<file path="src/rtl/sa_pkg.sv">
// Shared types and helpers for the systolic-array operand buffer.
// Build option SA_SKEW_EN selects the diagonally skewed feed (2N-1 beats).
package sa_pkg;

  typedef enum logic [1:0] {
    IDLE   = 2'd0,
    STREAM = 2'd1,
    FIN    = 2'd2
  } sa_state_e;

  function automatic int sa_beat_count(input int n);
`ifdef SA_SKEW_EN
    return (2 * n) - 1;
`else
    return n;
`endif
  endfunction

  function automatic int sa_lane_lsb(input int lane, input int dw);
    return lane * dw;
  endfunction

endpackage

</file>
<file path="src/rtl/sa_col_select.sv">
// Combinational beat selector: builds one col_out word from memory and beat index.
// With SA_SKEW_EN, lane r sees mem[r][k-r] inside the diagonal window, zero outside.
module sa_col_select
  import sa_pkg::*;
#(
  parameter  int N  = 4,
  parameter  int DW = 8,
  localparam int CW = $clog2(N),
  localparam int BW = $clog2(2 * N)
) (
  input  logic [N-1:0][N-1:0][DW-1:0] mem_i,
  input  logic [BW-1:0]               beat_i,
  output logic [N*DW-1:0]             col_o
);

`ifdef SA_SKEW_EN
  for (genvar r = 0; r < N; r++) begin : g_lane
    logic [BW-1:0] diff_s;
    logic [DW-1:0] lane_s;

    assign diff_s = beat_i - BW'(r);

    // Lane is live only while the beat lies inside this row's diagonal window
    always_comb begin
      lane_s = '0;
      if ((beat_i >= BW'(r)) && (diff_s < BW'(N))) begin
        lane_s = mem_i[r][CW'(diff_s)];
      end else begin
        lane_s = '0;
      end
    end

    assign col_o[sa_lane_lsb(r, DW) +: DW] = lane_s;
  end
`else
  logic unused_beat_msb_s;
  assign unused_beat_msb_s = beat_i[BW-1];

  for (genvar r = 0; r < N; r++) begin : g_lane
    assign col_o[sa_lane_lsb(r, DW) +: DW] = mem_i[r][beat_i[CW-1:0]];
  end
`endif

endmodule

</file>
<file path="src/rtl/sa_operand_buf.sv">
// N x N operand buffer: element-wise fill, then column stream over valid/ready.
// Define SA_SKEW_EN for the diagonally skewed 2N-1 beat sequence.
module sa_operand_buf
  import sa_pkg::*;
#(
  parameter  int N  = 4,
  parameter  int DW = 8,
  localparam int AW = $clog2(N * N),
  localparam int BW = $clog2(2 * N)
) (
  input  logic              clk,
  input  logic              reset,
  input  logic              we,
  input  logic [AW-1:0]     waddr,
  input  logic [DW-1:0]     wdata,
  input  logic              clear,
  input  logic              start,
  output logic              busy,
  output logic              done,
  output logic              out_valid,
  input  logic              out_ready,
  output logic [N*DW-1:0]   col_out,
  output logic [BW-1:0]     beat_idx
);

  localparam int            CW        = AW / 2;
  localparam int            BEATS     = sa_beat_count(N);
  localparam logic [BW-1:0] LAST_BEAT = BW'(BEATS - 1);

  sa_state_e                     state_q, state_d;
  logic [N-1:0][N-1:0][DW-1:0]   mem_q, mem_d;
  logic [BW-1:0]                 beat_q, beat_d;
  logic [N*DW-1:0]               col_q, col_d;
  logic                          valid_q, busy_q, done_q;

  logic [CW-1:0]                 wrow_s, wcol_s;
  logic [BW-1:0]                 sel_beat_s;
  logic [N*DW-1:0]               sel_col_s;

  assign wrow_s = waddr[AW-1:CW];
  assign wcol_s = waddr[CW-1:0];

  // The selector always looks one beat ahead so the next word is ready at accept.
  assign sel_beat_s = (state_q == STREAM) ? (beat_q + BW'(1'b1)) : '0;

  sa_col_select #(
    .N  (N),
    .DW (DW)
  ) u_col_select (
    .mem_i  (mem_q),
    .beat_i (sel_beat_s),
    .col_o  (sel_col_s)
  );

  // Next-state, memory update and beat sequencing
  always_comb begin
    state_d = state_q;
    mem_d   = mem_q;
    beat_d  = beat_q;
    col_d   = col_q;
    case (state_q)
      IDLE: begin
        if (clear) begin
          mem_d = '0;
        end else if (we) begin
          mem_d[wrow_s][wcol_s] = wdata;
        end else begin
          mem_d = mem_q;
        end
        if (start) begin
          state_d = STREAM;
          beat_d  = '0;
          col_d   = sel_col_s;
        end else begin
          state_d = IDLE;
        end
      end
      STREAM: begin
        if (out_ready) begin
          if (beat_q == LAST_BEAT) begin
            state_d = FIN;
            beat_d  = '0;
            col_d   = '0;
          end else begin
            beat_d = beat_q + BW'(1'b1);
            col_d  = sel_col_s;
          end
        end else begin
          state_d = STREAM;
        end
      end
      FIN: begin
        state_d = IDLE;
      end
      default: begin
        state_d = IDLE;
        beat_d  = '0;
        col_d   = '0;
      end
    endcase
  end

  // State, memory and registered handshake outputs
  always_ff @(posedge clk or negedge reset) begin
    if (!reset) begin
      state_q <= IDLE;
      mem_q   <= '0;
      beat_q  <= '0;
      col_q   <= '0;
      valid_q <= 1'b0;
      busy_q  <= 1'b0;
      done_q  <= 1'b0;
    end else begin
      state_q <= state_d;
      mem_q   <= mem_d;
      beat_q  <= beat_d;
      col_q   <= col_d;
      valid_q <= (state_d == STREAM);
      busy_q  <= (state_d != IDLE);
      done_q  <= (state_d == FIN);
    end
  end

  assign busy      = busy_q;
  assign done      = done_q;
  assign out_valid = valid_q;
  assign col_out   = col_q;
  assign beat_idx  = beat_q;

endmodule

</file>
<file path="config.mk">
export PLATFORM = sky130hd
export DESIGN_NAME = sa_operand_buf
export DESIGN_NICKNAME = d
export VERILOG_FILES = /design/src/rtl/sa_pkg.sv /design/src/rtl/sa_col_select.sv /design/src/rtl/sa_operand_buf.sv
export SDC_FILE = /design/constraint.sdc
export NUM_CORES = 1
export LEC_CHECK = 0
export CAP_MARGIN = 10
export CORE_MARGIN = 3
export CORE_UTILIZATION = 32
export DETAILED_ROUTE_END_ITERATION = 8
export HOLD_SLACK_MARGIN = 0.08
export SKIP_LAST_GASP = 1
export SYNTH_ARGS = -nofsm -noshare
export SYNTH_HDL_FRONTEND = slang
export SYNTH_SLANG_ARGS = --single-unit
</file>
<file path="constraint.sdc">
create_clock -name clk -period 2.3 [get_ports clk]
set_input_delay 0.345 -clock clk [delete_from_list [all_inputs] [get_ports clk]]
set_output_delay 0.345 -clock clk [all_outputs]
set_load 0.1 [all_outputs]
</file>
==> results.yml <==
die:
  floorplan.initialDensity_pct: 33.0
  fp.dieH_um: 171
  pin_count: 56
  die_w_um: 171
  rows: 59
  dieArea_um2: 29400
  core_area_um2: 26500
grt:
  gr-total-overflow: 0
  grt_pass1_wl_um: 40700
  grt_use_total_pct: 17.4
  antenna_found_initial: 1
  first_global_vias: 7299
  grt_max_degree: 129
timing:
  worst_pin_slew_ns: 1.20
  setup_viol: 0
  finalCritPeriodShare_pct: 91.2
  maxSlewHeadroom_pct: 20.1
  fin_crit_ns: 2.10
  timing.setup.tns_ns: 0
  hold_violations: 0
  rsz0062_at_grt: "false"
  drv_slew: 0
  max_freq_ghz: 0.477
  finClkSkew_ns: 0.00628
routing:
  viasPerCell: 5.59
  drt_iter0_drc: 693
  final_antenna_net_count: 0
  drc_errors: 0
  vias: 7334
  first_pass_iters: 6
  detail_route.wl_per_cell_um: 19.3
  wirelength_um: 25300
power:
  power.density_nw_per_um2: 1500
  power.total_uw: 15600
  peakVddDrop_uv: 636
  p_leak_uw: 0.00443
setup_path:
  cp_max_fo: 9
  path_class: "reg2reg"
  startpoint_type: "flop"
  worstPathArrival_ns: 2.44
  crit_path_end_kind: "flop"
  r2r_cells: 4
  required_ns: 2.64
placement:
  dp_cells: 1279
  port_buffers: 55
  dpl.hpwl_um: 14800
  gp_congestion: 0.752
finish:
  fin_cells: 1312
  antenna_cells: 0
  drive_gt1_share_pct: 18.4
  area_growth_syn_to_layout_pct: 19.0
  fin_nets: 983
  fillCellCount: 2574
synthesis:
  synth_warnings: 0
  synth_fp_nets: 947
  synth.top_cell.area_share_pct: 48.0
  synth_area_per_cell_um2: 9.44
  ys_ff_latch: 168
  synth_flop_cell: "dfrtp_1"
  synth-edff-count: 0
  yosysTopAreaCell: "dfrtp_1"
  synth-seq-area-share_pct: 48.0
  synthArstFlopShare_pct: 100
  netlist_area_um2: 8760
  yosysUniqueCellTypes: 35
  postSynthCellCount: 928
  synth_area_leaders: "dfrtp_1, a22oi_1, o21ai_1, nand2_1, mux2_2"
worst_hold_path:
  hold_class: "in2async"
clock_tree:
  cts_sinks: 168
  clockBufferDepth: 2
  cts-root-buf: "clkbuf_16"
  clkSlewWorstSetupHoldPaths_ns: 0.06
  cts_max_level: 4
  cts_tree: "built"
  post_cts_buffers: 0
  cts_resized: 0
  numCtsBuffers: 17
  clock_latency_ns: 0.42
outcome:
  status: "complete, no violations"
flow_run:
  max_cap_violations: 0
## sequential cells by signal, indices dropped and copies added (netlist names)
signal	count
busy	1
state_q	2
beat_idx	3
col_out	32
mem_q	128
done	1
out_valid	1
## per-stage QoR
step / hold slack, ns / setup slack [ns] / area, µm² / util [%]
after floorplan: 0.0494 / 0.00204 / 8760 / -
final: 0.441 / 0.202 / 10400 / 39.3
after detailed placement: 0.331 / 0.0202 / 9810 / 37.0
after global routing: 0.485 / 0.111 / 10400 / 39.3
after global placement: 0.332 / 0.00968 / 9810 / 37.0
after CTS: 0.458 / 0.259 / 10400 / 39.3
## layout make-up
class	count	area [µm²]	area share (%)
flip-flops and latches	168	4210	40.3
multi-input cells	665	4150	39.8
repair buffers	111	1040	9.97
clock buffers	21	460	4.42
well taps	335	419	4.02
clock inverters	11	146	1.40
inverters	1	3.75	0.0360
## metal layers
layer / GRT usage [%] / share of wire (%) / vias up
li1: - / - / 3479
met1: 24.3 / 46 / 3640
met2: 28.4 / 48 / 187
met3: 2.76 / 4.3 / 26
met4: 4.20 / 1.3 / 2
met5: 0 / 0.067 / -
## worst paths after layout
kind	startpoint	endpoint	slack [ns]
min in group clk	col_out[30]$_DFFE_PN0P_	col_out[30]$_DFFE_PN0P_	0.48
max reg2reg	state_q[0]$_DFF_PN0_	mem_q[45]$_DFFE_PN0P_	0.20
min	reset	col_out[27]$_DFFE_PN0P_	0.44
max	state_q[0]$_DFF_PN0_	mem_q[45]$_DFFE_PN0P_	0.20
min reg2reg	col_out[30]$_DFFE_PN0P_	col_out[30]$_DFFE_PN0P_	0.48
max in group asynchronous	reset	mem_q[56]$_DFFE_PN0P_	1.21
## Yosys cell counts, types with 4 or more instances
| cell | instances |
|---|---|
| mux2_2 | 32 |
| clkbuf_1 | 55 |
| buf_2 | 19 |
| nand4bb_1 | 6 |
| buf_1 | 13 |
| o31ai_1 | 33 |
| nand2_1 | 163 |
| buf_6 | 4 |
| nand2b_1 | 34 |
| o21ai_1 | 128 |
| or3_1 | 32 |
| nor3_4 | 13 |
| a21oi_1 | 32 |
| dfrtp_1 | 168 |
| a22oi_1 | 128 |
| o22ai_1 | 33 |
| nand4b_1 | 4 |
## layout by cell type, fill, tap and decap left out, types with 2 or more instances in the layout
cell,count
dfrtp_1,167
nand2_1,163
a22oi_1,128
o21ai_1,128
buf_4,81
nand2b_1,34
o31ai_1,33
o22ai_1,33
or3_1,32
a21oi_1,32
mux2_2,32
clkbuf_16,17
clkdlybuf4s50_1,15
nor3_4,13
buf_12,13
nand4bb_1,6
clkinvlp_4,5
nand4b_1,4
nor2_1,3
or4b_1,3
nor3_2,3
bufinv_16,3
nor2b_1,2
a311oi_1,2
and3_1,2
clkinv_2,2
clkbuf_8,2
clkbuf_1,2
## report_power, final
group	internal [µW]	leakage, µW	switching, µW
clock	1770	0.000282	1220
sequential	3930	0.00170	698
combinational	2430	0.00244	5570
## logic make-up after synthesis
family,after synthesis,share of synthesized area (%)
AND/OR/NAND/NOR,273,17.1
adder cells (fa/ha/maj),1,0.143
multiplexers,32,4.11
AO/OA/AOI/OAI,359,25.8
flip-flops,168,48.0
buffers and inverters,95,4.81
## timing repair
item | in CTS | in global routing
hold buffers | 1 | 0
setup endpoints to repair | 0 | 0
endpoints found under the hold margin | 44 | 0
## worst max-delay path, cell delays in order, from the launching register on
cell,delay (ns)
dfrtp_1,0.48
or2_1,0.49
nor3_2,0.73
a22oi_1,0.15
o21ai_1,0.17
(Power assumes the default switching activity.)
